<file path="config.mk">
export PLATFORM = sky130hd
export DESIGN_NAME = tx_frame_scheduler
export DESIGN_NICKNAME = d
export VERILOG_FILES = /design/src/rtl/tx_frame_scheduler.sv
export SDC_FILE = /design/constraint.sdc
export NUM_CORES = 1
export LEC_CHECK = 0
export ABC_AREA = 0
export CAP_MARGIN = 10
export CORE_MARGIN = 2
export CORE_UTILIZATION = 40
export DETAILED_ROUTE_END_ITERATION = 16
export PLACE_DENSITY = 0.71
export SLEW_MARGIN = 15
export SYNTH_ARGS = -nofsm -noshare
export SYNTH_HDL_FRONTEND = slang
export SYNTH_SLANG_ARGS = --single-unit
</file>
<file path="constraint.sdc">
create_clock -name clk -period 6.3 [get_ports clk]
set_input_delay 1.26 -clock clk [delete_from_list [all_inputs] [get_ports clk]]
set_output_delay 1.26 -clock clk [all_outputs]
set_load 0.1 [all_outputs]
</file>
<file path="src/rtl/tx_frame_scheduler.sv">
`default_nettype none
// ============================================================================
//  Module   : tx_frame_scheduler
//  Purpose  : Shares one UART byte transmitter between NUM_SRC message
//             producers. Pending requests are arbitrated round-robin. The
//             winning message is latched and sent as a 3-byte frame
//             (i, j, status) over the send/txdone byte handshake.
//  Ports    : clk          - system clock, rising edge
//             rst          - synchronous active-high reset
//             req          - per-source request, held until granted
//             msg_in       - packed messages, source k at [k*MW +: MW]
//             grant        - one-hot one-cycle pulse, message consumed
//             txdata       - byte to UART TX, stable from send to txdone
//             send         - one-cycle pulse, start transmitting txdata
//             txdone       - one-cycle pulse from UART TX, byte finished
//             busy         - high while a frame is in flight
//             timeout_err  - one-cycle pulse when a frame is aborted
//  Revision : 1.0 - initial release
// ============================================================================
module tx_frame_scheduler #(
    parameter int NUM_SRC    = 4,
    parameter int ADDR_WIDTH = 4,
    parameter int TIMEOUT    = 65535
) (
    input  logic                                      clk,
    input  logic                                      rst,
    input  logic [NUM_SRC-1:0]                        req,
    input  logic [NUM_SRC*(2*(ADDR_WIDTH+1)+4)-1:0]   msg_in,
    output logic [NUM_SRC-1:0]                        grant,
    output logic [7:0]                                txdata,
    output logic                                      send,
    input  logic                                      txdone,
    output logic                                      busy,
    output logic                                      timeout_err
);

    localparam int MW = 2*(ADDR_WIDTH+1)+4;
    localparam int FW = ADDR_WIDTH+1;
    localparam int PW = (NUM_SRC > 1) ? $clog2(NUM_SRC) : 1;
    localparam int TW = $clog2(TIMEOUT);
    localparam logic [TW-1:0] TIMER_LAST = TW'(TIMEOUT-1);

    typedef enum logic [0:0] {
        ST_IDLE = 1'b0,
        ST_WAIT = 1'b1
    } state_t;

    state_t               state_q;
    logic [PW-1:0]        ptr_q;
    logic [1:0]           idx_q;
    logic [TW-1:0]        timer_q;
    logic [MW-1:0]        msg_q;
    logic [NUM_SRC-1:0]   grant_q;
    logic [7:0]           txdata_q;
    logic                 send_q;
    logic                 busy_q;
    logic                 timeout_err_q;

    // ------------------------------------------------------------------
    // Round-robin search. Requests are rotated so that bit 0 of the
    // rotated vector corresponds to the source at the pointer; the first
    // set bit upward is the winner.
    // ------------------------------------------------------------------
    logic [2*NUM_SRC-1:0] w_rot;
    logic                 w_found;
    logic [PW-1:0]        w_win;
    logic [NUM_SRC-1:0]   w_onehot;
    logic [MW-1:0]        w_msg;
    logic [PW-1:0]        w_next_ptr;

    always_comb begin
        w_rot      = {req, req} >> ptr_q;
        w_found    = 1'b0;
        w_win      = '0;
        w_onehot   = '0;
        w_msg      = '0;
        w_next_ptr = '0;
        for (int k = 0; k < NUM_SRC; k++) begin
            if (!w_found && w_rot[k]) begin
                w_found = 1'b1;
                w_win   = PW'((int'(ptr_q) + k) % NUM_SRC);
            end
        end
        for (int k = 0; k < NUM_SRC; k++) begin
            if (w_win == PW'(k)) begin
                w_msg       = msg_in[k*MW +: MW];
                w_onehot[k] = w_found;
            end
        end
        if (w_win != PW'(NUM_SRC-1)) begin
            w_next_ptr = w_win + PW'(1);
        end
    end

    // ------------------------------------------------------------------
    // Frame sequencer
    // ------------------------------------------------------------------
    always_ff @(posedge clk) begin
        if (rst) begin
            state_q       <= ST_IDLE;
            ptr_q         <= '0;
            idx_q         <= '0;
            timer_q       <= '0;
            msg_q         <= '0;
            grant_q       <= '0;
            txdata_q      <= '0;
            send_q        <= 1'b0;
            busy_q        <= 1'b0;
            timeout_err_q <= 1'b0;
        end else begin
            grant_q       <= '0;
            send_q        <= 1'b0;
            timeout_err_q <= 1'b0;
            case (state_q)
                ST_IDLE: begin
                    if (w_found) begin
                        grant_q  <= w_onehot;
                        send_q   <= 1'b1;
                        txdata_q <= 8'(w_msg[MW-1 -: FW]);
                        msg_q    <= w_msg;
                        busy_q   <= 1'b1;
                        idx_q    <= '0;
                        timer_q  <= '0;
                        ptr_q    <= w_next_ptr;
                        state_q  <= ST_WAIT;
                    end
                end
                ST_WAIT: begin
                    // A txdone coincident with our own send pulse belongs to
                    // no byte of ours and is dropped.
                    if (txdone && !send_q) begin
                        if (idx_q == 2'd2) begin
                            busy_q  <= 1'b0;
                            state_q <= ST_IDLE;
                        end else begin
                            send_q   <= 1'b1;
                            txdata_q <= (idx_q == 2'd0) ? 8'(msg_q[MW-FW-1 -: FW])
                                                        : 8'(msg_q[3:0]);
                            idx_q    <= idx_q + 2'd1;
                            timer_q  <= '0;
                        end
                    end else if (timer_q == TIMER_LAST) begin
                        // Message was already granted, so it is dropped here.
                        timeout_err_q <= 1'b1;
                        busy_q        <= 1'b0;
                        state_q       <= ST_IDLE;
                    end else begin
                        timer_q <= timer_q + TW'(1);
                    end
                end
                default: state_q <= ST_IDLE;
            endcase
        end
    end

    assign grant       = grant_q;
    assign txdata      = txdata_q;
    assign send        = send_q;
    assign busy        = busy_q;
    assign timeout_err = timeout_err_q;

endmodule
`default_nettype wire

</file>
Yosys cells after proc, flatten, opt, wreduce, memory -nomap -nowiden
Cells that the tools add are included.
{"block": "totals", "reg_bits": 45, "in_bits": 63, "out_inout_bits": 15}
{"block": "classes", "add_sub_neg": 6, "n_shift": 1, "reduce_logical": 16, "bitwise": 2, "eq_ne": 13, "n_mux": 44}
{"operator": "$mux 16", "count": 4}
{"operator": "$mux 14", "count": 4}
{"operator": "$pmux 16 s2", "count": 1}
{"operator": "$mux 8", "count": 3}
{"operator": "$mux 1", "count": 18}
{"operator": "$add 16x1->16 const B", "count": 1}
{"operator": "$eq 16x16->1 const B", "count": 1}
{"operator": "$mux 2", "count": 8}
{"operator": "$pmux 8 s2", "count": 1}
{"operator": "$reduce_and 3->1", "count": 3}
{"operator": "$shr 8x2->4", "count": 1}
{"operator": "$add 2x1->2 const B", "count": 3}
{"operator": "$eq 2x2->1 const B", "count": 3}
{"operator": "$ne 2x2->1 const B", "count": 3}
{"operator": "$ne 3x3->1 const B", "count": 2}
{"operator": "$pmux 1 s2", "count": 3}
{"operator": "$reduce_or 3->1", "count": 2}
{"operator": "$mux 5", "count": 1}
{"operator": "$add 2x2->2 const B", "count": 2}
{"operator": "$logic_and 1x1->1", "count": 4}
{"operator": "$logic_not 1->1", "count": 4}
{"operator": "$logic_not 2->1", "count": 2}
{"operator": "$pmux 2 s2", "count": 1}
{"operator": "$ne 3x1->1 const B", "count": 1}
{"operator": "other kinds (5)", "count": 6}

Longest topological paths before layout
Gate-level depths: netlist (run 1).
{"block": "depth", "word_depth": 18, "depth_mapped": 12}

Worst setup path after synthesis (run 1)
Ideal clock, no wire load.
{"block": "synth_timing", "kind": "input-to-reg", "startpoint": "input req[2]", "endpoint": "register msg_q[0]", "setup_slack_ns": 3.229, "arrival_ns": 3.012, "setup_time_ns": 0.059, "cell_stages": 11, "path_cell_list": "mux2i_1 -> nor2_1 -> nor3_1 -> ha_1 -> clkbuf_1 -> clkbuf_1 -> nand2_1 -> a21oi_1 -> a21oi_1 -> o21ai_0 -> o211a_1"}
{"block": "synth_between", "elab_chain_cells": 16, "elab_cells_between_ends": 24, "cone_classes": "3 x eq/ne; 1 x shift; 12 x mux; 8 x reduce/logical"}
{"item": "from (decl)", "line": "27", "text": "input logic [NUM_SRC-1:0] req,"}
{"item": "$shr 8x2->4 (*)", "line": "72", "text": "w_rot = {req, req} >> ptr_q;"}
{"item": "$mux 1", "line": "79", "text": "if (!w_found && w_rot[k]) begin"}
{"item": "$logic_not 1->1", "line": "79"}
{"item": "$logic_and 1x1->1", "line": "79"}
{"item": "$mux 1", "line": "79"}
{"item": "$logic_not 1->1", "line": "79"}
{"item": "$logic_and 1x1->1", "line": "79"}
{"item": "$mux 1", "line": "79"}
{"item": "$logic_not 1->1", "line": "79"}
{"item": "$logic_and 1x1->1", "line": "79"}
{"item": "$mux 2", "line": "79"}
{"item": "$logic_not 2->1", "line": "85", "text": "if (w_win == PW'(k)) begin"}
{"item": "$mux 14 (4 in a row)", "line": "85"}
{"item": "to (signal assigned)", "line": "120", "text": "msg_q <= w_msg;"}
{"item": "to (decl)", "line": "52", "text": "logic [MW-1:0] msg_q;"}
Every way passes the cells marked *; elsewhere a longest branch is shown, timed or not.
A chain may end at the register's enable or synchronous reset.

Worst setup path in the final report (run 1)
{"block": "layout_timing", "startpoint": "input req[0]", "endpoint": "register txdata_q[4], in the netlist txdata[4]"}
{"block": "layout_between", "elab_chain_cells": 18, "elab_cells_between_ends": 27, "cone_classes": "4 x eq/ne; 1 x shift; 14 x mux; 8 x reduce/logical"}
{"item": "$shr 8x2->4 (*)", "line": "72"}
{"item": "$mux 1", "line": "79"}
{"item": "$logic_not 1->1", "line": "79"}
{"item": "$logic_and 1x1->1", "line": "79"}
{"item": "$mux 1", "line": "79"}
{"item": "$logic_not 1->1", "line": "79"}
{"item": "$logic_and 1x1->1", "line": "79"}
{"item": "$mux 1", "line": "79"}
{"item": "$logic_not 1->1", "line": "79"}
{"item": "$logic_and 1x1->1", "line": "79"}
{"item": "$mux 2", "line": "79"}
{"item": "$logic_not 2->1", "line": "85"}
{"item": "$mux 14 (4 in a row)", "line": "85"}
{"item": "$mux 8", "line": "116", "text": "if (w_found) begin"}
{"item": "$pmux 8 s2", "line": "114", "text": "case (state_q)"}
{"item": "to (signal assigned)", "line": "119", "text": "txdata_q <= 8'(w_msg[MW-1 -: FW]);"}
{"item": "to (signal assigned)", "line": "137", "text": "txdata_q <= (idx_q == 2'd0) ? 8'(msg_q[MW-FW-1 -: FW])"}
{"item": "to (decl)", "line": "54", "text": "logic [7:0] txdata_q;"}
Every way passes the cells marked *; elsewhere a longest branch is shown, timed or not. The select of a mux whose other input is x is not followed.

==> flow_summary_export.csv, run 1 <==
group,metric,value,unit
timing,slew-limit-headroom,29.8,%
routing,routed_wl,6680,um
timing,fmax,253,MHz
synth,synth_cell_types,45,
routing,wl_met2,3090,um
routing,wl_met1,3270,um
clocking,cts_max_level,2,
job,cap_violations,0,
setup_path,r2r_slack,3.33,ns
pwr,peakVddDrop,147,uV
timing,hold_viol,0,
floorplan,row_count,28,
clocking,path_clk_slew,0.09,ns
setup_path,rr_startpoint,"ptr_q[1]",
synth,synth.cell_area,2460,um^2
routing,first_pass_iters,4,
global_route,grt_pass1_wl,10800,um
clocking,cts.repair.resized,0,
setup_path,endpoint_kind,"flip-flop",
synth,async_flop_share,0,%
global_route,antenna_found_initial,0,
global_route,grt_max_degree,30,
clocking,clock_sinks,42,
setup_path,path_max_fanout,29,
clocking,post_cts_buffers,0,
synth,ys_warn_count,0,
setup_path,critPathLaunch,"req[0]",
synth,syn-instance-count,319,
routing,drtIter0Drc,163,
setup_path,crit_required,6.53,ns
finish,fin_util,55.5,%
worst_hold_path,hp-class,"reg2reg",
routing,wl_met3,215,um
timing,tns,0,ns
setup_path,endpoint,"txdata[4]",
setup_path,path_class,"in2reg",
timing,min_period,3.96,ns
clocking,root_buffer,"clkbuf_8",
global_route,grt_remaining_overflow,0,
finish,diodes,0,
clocking,clock_latency,0.30,ns
pwr,leakage,0.00124,uW
global_route,grt_pass1_vias,2285,
timing,setup_viol,0,
synth,syn_avg_cell_area,7.70,um^2
pwr,total_power,770,uW
routing,via_per_inst,5.51,
setup_path,ff2ff_path_depth,8,
setup_path,arrival,4.18,ns
floorplan,die_w,82.4,um
synth,synth_top_area_cell,"dfxtp_1",
floorplan,start_util,41.5,%
routing,drc,0,
timing,maxSlewViolCount,0,
status,status,"finished clean",
setup_path,startpoint_type,"primary input",
synth,yosysSeqAreaShare,34.2,%
synth,ys_ff_latch,42,
placement,hpwl,5050,um
finish,syn_to_final_growth,33.8,%
synth,synth_edf_count,0,
timing,fin_skew,0.00859,ns
finish,final_area,3290,um^2
placement,port-buffer-count,74,
setup_path,rr_endpoint,"txdata[4]",
placement,gp_congestion,0.831,
routing,wl_per_cell,14.7,um
timing,tightest_slew,1.05,ns
timing,timing.final.crit_share,62.8,%
pwr,powerDensity,234,nW/um^2
floorplan,core,5920,um^2
synth,synth_top_area_share,34.2,%
synth,synthFlopType,"dfxtp_1",
routing,postRouteAntennaNets,0,
placement,placed_cells,447,
finish,num-nets-final,450,
clocking,cts_made_buffers,5,
placement,placed_cell_area,3190,um^2
routing,highest_layer,"met4",
synth,synthTopCellsByArea,"dfxtp_1 34%, a21oi_1 12%, nand2_1 4.1%, ha_1 4.1%, o21ai_0 4.1%",
routing,vias,2505,
finish,instances_no_fill,455,
floorplan,io_pins,78,
timing,rsz0062_at_grt,"false",
finish,drive_gt1_share,5.53,%
floorplan,fp.dieH,82.4,um
clocking,clockBufferDepth,2,
clocking,cts_tree,"done",
clocking,postCtsHoldBufs,0,
floorplan,die_area,6780,um^2
global_route,grt.total_usage,20.7,%
how the worst min path moves through the flow:
stage | to | from | depth (start not counted) | slack (ns)
2_1_floorplan | timer_q[15] | timer_q[15] | 2 | 0.46
3_3_place_gp | txdata[0] | txdata[0] | 2 | 0.45
3_5_place_dp | txdata[0] | txdata[0] | 2 | 0.46
4_1_cts | txdata[0] | txdata[0] | 2 | 0.48
5_1_grt | txdata[0] | txdata[0] | 2 | 0.49
6_report | txdata[0] | txdata[0] | 2 | 0.47
cells in the mapped netlist, types with 2 or more instances:
master,count
a211oi_1,2
nand2_1,27
ha_1,8
inv_1,18
dfxtp_1,42
buf_1,2
nand4_1,7
o21ai_0,20
nor4_1,4
a21oi_1,61
nor2_1,18
nand3_1,6
or3_2,7
a41oi_1,2
a211o_1,4
o21ai_1,8
o21a_1,2
and3_1,4
a31oi_1,3
clkbuf_1,14
nor3_1,5
o211a_1,9
a221oi_1,5
mux2i_1,5
buf_4,5
nand2b_1,3
buf_2,2
nand3b_1,9
cell families (layout without fill, tap and decap cells):
logic type | Yosys count | in the layout | share of synthesized area (%)
compound gates | 124 | 124 | 31.0
simple gates | 98 | 98 | 21.4
flops | 42 | 42 | 34.2
buf+inv | 41 | 100 | 7.13
fa+ha+maj | 8 | 8 | 4.08
mux | 5 | 5 | 2.04
other cells | 1 | 3 | 0.153
critical path, stage by stage:
cell	delay (ns)
clkdlybuf4s50_1	0.49
mux2i_1	0.16
nor2_1	0.06
nor3_1	0.40
ha_1	0.81
a221oi_1	0.23
a2111oi_0	0.46
nor3_1	0.11
nor3_1	0.20
registers in the layout, summed over array words and instances (netlist names):
register and cells:
msg_q 9, ptr_q 2, txdata 5, idx_q 2
busy 1, timeout_err 1, state_q 1, grant 4
timer_q 16, send 1
area by class of cell:
class	count	area (um^2)
fill	562	2640
multi-input combinational	238	1450
sequential	42	841
timing repair buffer	74	741
tap	75	93.8
clock buffer	6	82.6
inverter	18	67.6
clock inverter	2	12.5
cells in the final DEF, fill, tap and decap left out, types with 2 or more instances in the layout:
cell and n:
a221oi_1 5, and3_1 4, nor2_1 18, mux2i_1 5, or3_2 7, a211o_1 4
ha_1 8, clkdlybuf4s50_1 74, nand3_1 6, conb_1 3, nand3b_1 9, o21ai_0 20
o21a_1 2, a31oi_1 3, nand4_1 7, o211a_1 9, inv_1 18, clkbuf_8 6
a21oi_1 61, a41oi_1 2, dfxtp_1 42, nand2_1 27, nor3_1 5, nand2b_1 3
o21ai_1 8, nor4_1 4, a211oi_1 2
routing by layer:
metal / track usage [%] / vias to the layer above
met5: 0 / -
met4: 6.50 / 0
met3: 4.57 / 10
met2: 32.3 / 49
met1: 28.3 / 1159
li1: - / 1287
where the power goes:
group	internal, uW	leakage [uW]	switching (uW)
registers	286	0.000344	17.9
logic	108	0.000848	173
clock network	88.2	0.0000472	97.0
metrics by stage:
stage	hold slack (ns)	setup WS [ns]
floorplan	0.464	3.23
global placement	0.451	2.08
detailed placement	0.461	2.02
CTS	0.476	2.33
global route	0.493	2.08
finish	0.474	2.34
Note: power is estimated with default switching activity, not from simulation.
==> run 2: changes to the inputs <==
--- a/config.mk
+++ b/config.mk
@@ -10,7 +10,7 @@
 export CORE_MARGIN = 2
 export CORE_UTILIZATION = 40
 export DETAILED_ROUTE_END_ITERATION = 16
-export PLACE_DENSITY = 0.71
+export PLACE_DENSITY = 0.73
 export SLEW_MARGIN = 15
 export SYNTH_ARGS = -nofsm -noshare
 export SYNTH_HDL_FRONTEND = slang
==> constraint.sdc (replaced) <==
create_clock -name clk -period 3.6 [get_ports clk]
set_input_delay 0.72 -clock clk [delete_from_list [all_inputs] [get_ports clk]]
set_output_delay 0.72 -clock clk [all_outputs]
set_load 0.1 [all_outputs]
==> flow_summary_export.csv, run 2 (synthesis results as in run 1) <==
group,metric,value,unit
global_route,grt.total_usage,19.8,%
timing,hold_viol,0,
pwr,leakage,0.00127,uW
clocking,cts_made_buffers,5,
clocking,path_clk_slew,0.09,ns
routing,drtIter0Drc,173,
routing,wl_per_cell,14.2,um
finish,layout_common_cells,"74 x clkdlybuf4s50_1, 61 x a21oi_1, 42 x dfxtp_1, 27 x nand2_1, 20 x o21ai_0",
finish,syn_to_final_growth,36.4,%
floorplan,io_pins,78,
global_route,antenna_found_initial,0,
job,cap_violations,0,
status,status,"finished clean",
finish,final_area,3350,um^2
floorplan,die_w,82.4,um
setup_path,path_class,"in2reg",
placement,hpwl,5120,um
routing,vias,2573,
floorplan,fp.dieH,82.4,um
clocking,clock_sinks,42,
floorplan,row_count,28,
finish,num-nets-final,456,
clocking,cts_tree,"done",
clocking,cts_max_level,2,
timing,setup_viol,0,
routing,first_pass_iters,4,
worst_hold_path,holdPathEnd,"txdata[0]",
finish,fin_util,56.6,%
finish,diodes,0,
finish,top_register,"timer_q",
setup_path,rr_endpoint,"txdata[3]",
worst_hold_path,hp-start,"txdata[0]",
timing,fmax,335,MHz
worst_hold_path,hp-class,"reg2reg",
global_route,grt_pass1_wl,10300,um
setup_path,rr_startpoint,"ptr_q[1]",
pwr,peakVddDrop,355,uV
global_route,grt_pass1_vias,2283,
setup_path,endpoint_kind,"flip-flop",
placement,port-buffer-count,74,
clocking,cts.repair.resized,0,
clocking,post_cts_buffers,0,
placement,placed_cell_area,3240,um^2
pwr,powerDensity,420,nW/um^2
setup_path,arrival,3.17,ns
floorplan,start_util,41.5,%
routing,routed_wl,6560,um
routing,postRouteAntennaNets,0,
finish,mostFrequentLayoutCell,"clkdlybuf4s50_1",
routing,drc,0,
timing,tightest_slew,1.07,ns
clocking,postCtsHoldBufs,0,
timing,maxSlewViolCount,0,
clocking,clock_latency,0.30,ns
worst_hold_path,hold_depth,2,
floorplan,die_area,6780,um^2
clocking,clockBufferDepth,2,
floorplan,core,5920,um^2
finish,instances_no_fill,461,
finish,largest_reg_flops,16,
setup_path,r2r_slack,1.04,ns
timing,rsz0062_at_grt,"false",
timing,timing.final.crit_share,82.8,%
setup_path,startpoint_type,"primary input",
setup_path,crit_required,3.79,ns
timing,slew-limit-headroom,28.4,%
global_route,grt_max_degree,24,
timing,min_period,2.98,ns
global_route,grt_remaining_overflow,0,
placement,placed_cells,453,
finish,drive_gt1_share,6.99,%
clocking,root_buffer,"clkbuf_8",
timing,tns,0,ns
routing,via_per_inst,5.58,
timing,fin_skew,0.0131,ns
setup_path,path_max_fanout,23,
placement,gp_congestion,0.813,
setup_path,ff2ff_path_depth,11,
## run 2: cell type report
class / count / area (um^2)
Clock buffer: 5 / 68.8
Timing Repair Buffer: 80 / 786
Sequential cell: 42 / 841
Clock inverter: 3 / 45.0
Inverter: 18 / 67.6
Fill cell: 553 / 2570
Tap cell: 75 / 93.8
Multi-Input combinational cell: 238 / 1450
## run 2: stage by stage
step           hold WS (ns)  worst slack [ns]  power (uW)
5_1_grt               0.502             0.320        1480
2_1_floorplan         0.464              1.07         884
3_5_place_dp          0.455             0.296        1040
4_1_cts               0.465             0.604        1410
6_report              0.473             0.618        1410
3_3_place_gp          0.445             0.399        1030
## run 2: routing by layer
metal | track usage (%) | share of wire [%] | up-vias
met4 | 7.67 | 2.1 | 0
met1 | 26.5 | 45 | 1187
met5 | 0 | 0 | -
li1 | - | - | 1297
met2 | 32.3 | 48 | 78
met3 | 2.50 | 5.3 | 11
## run 2: worst max path at each step
stage / end / from / cells after the start / slack (ns)
final: txdata[3] / req[0] / 12 / 0.62
after global routing: txdata[4] / req[0] / 9 / 0.32
after CTS: txdata[3] / req[0] / 12 / 0.60
after detailed placement: txdata[3] / req[0] / 12 / 0.30
after global placement: txdata[3] / req[0] / 12 / 0.40
after floorplan: msg_q[0] / req[2] / 11 / 1.07
## run 2: report_power, final
group	internal [uW]	switching, uW
sequential	501	31.0
combinational	197	302
clock	206	170
total	904	503
## run 2: critical path: stages
cell and delay, ns:
clkdlybuf4s50_1 0.49, mux2i_1 0.19, nor2_1 0.06, nor3_1 0.37, inv_1 0.13, ha_1 0.31
buf_4 0.24, a21oi_1 0.13, o21ai_0 0.10, a221oi_1 0.25, a211o_1 0.14, a21oi_1 0.06
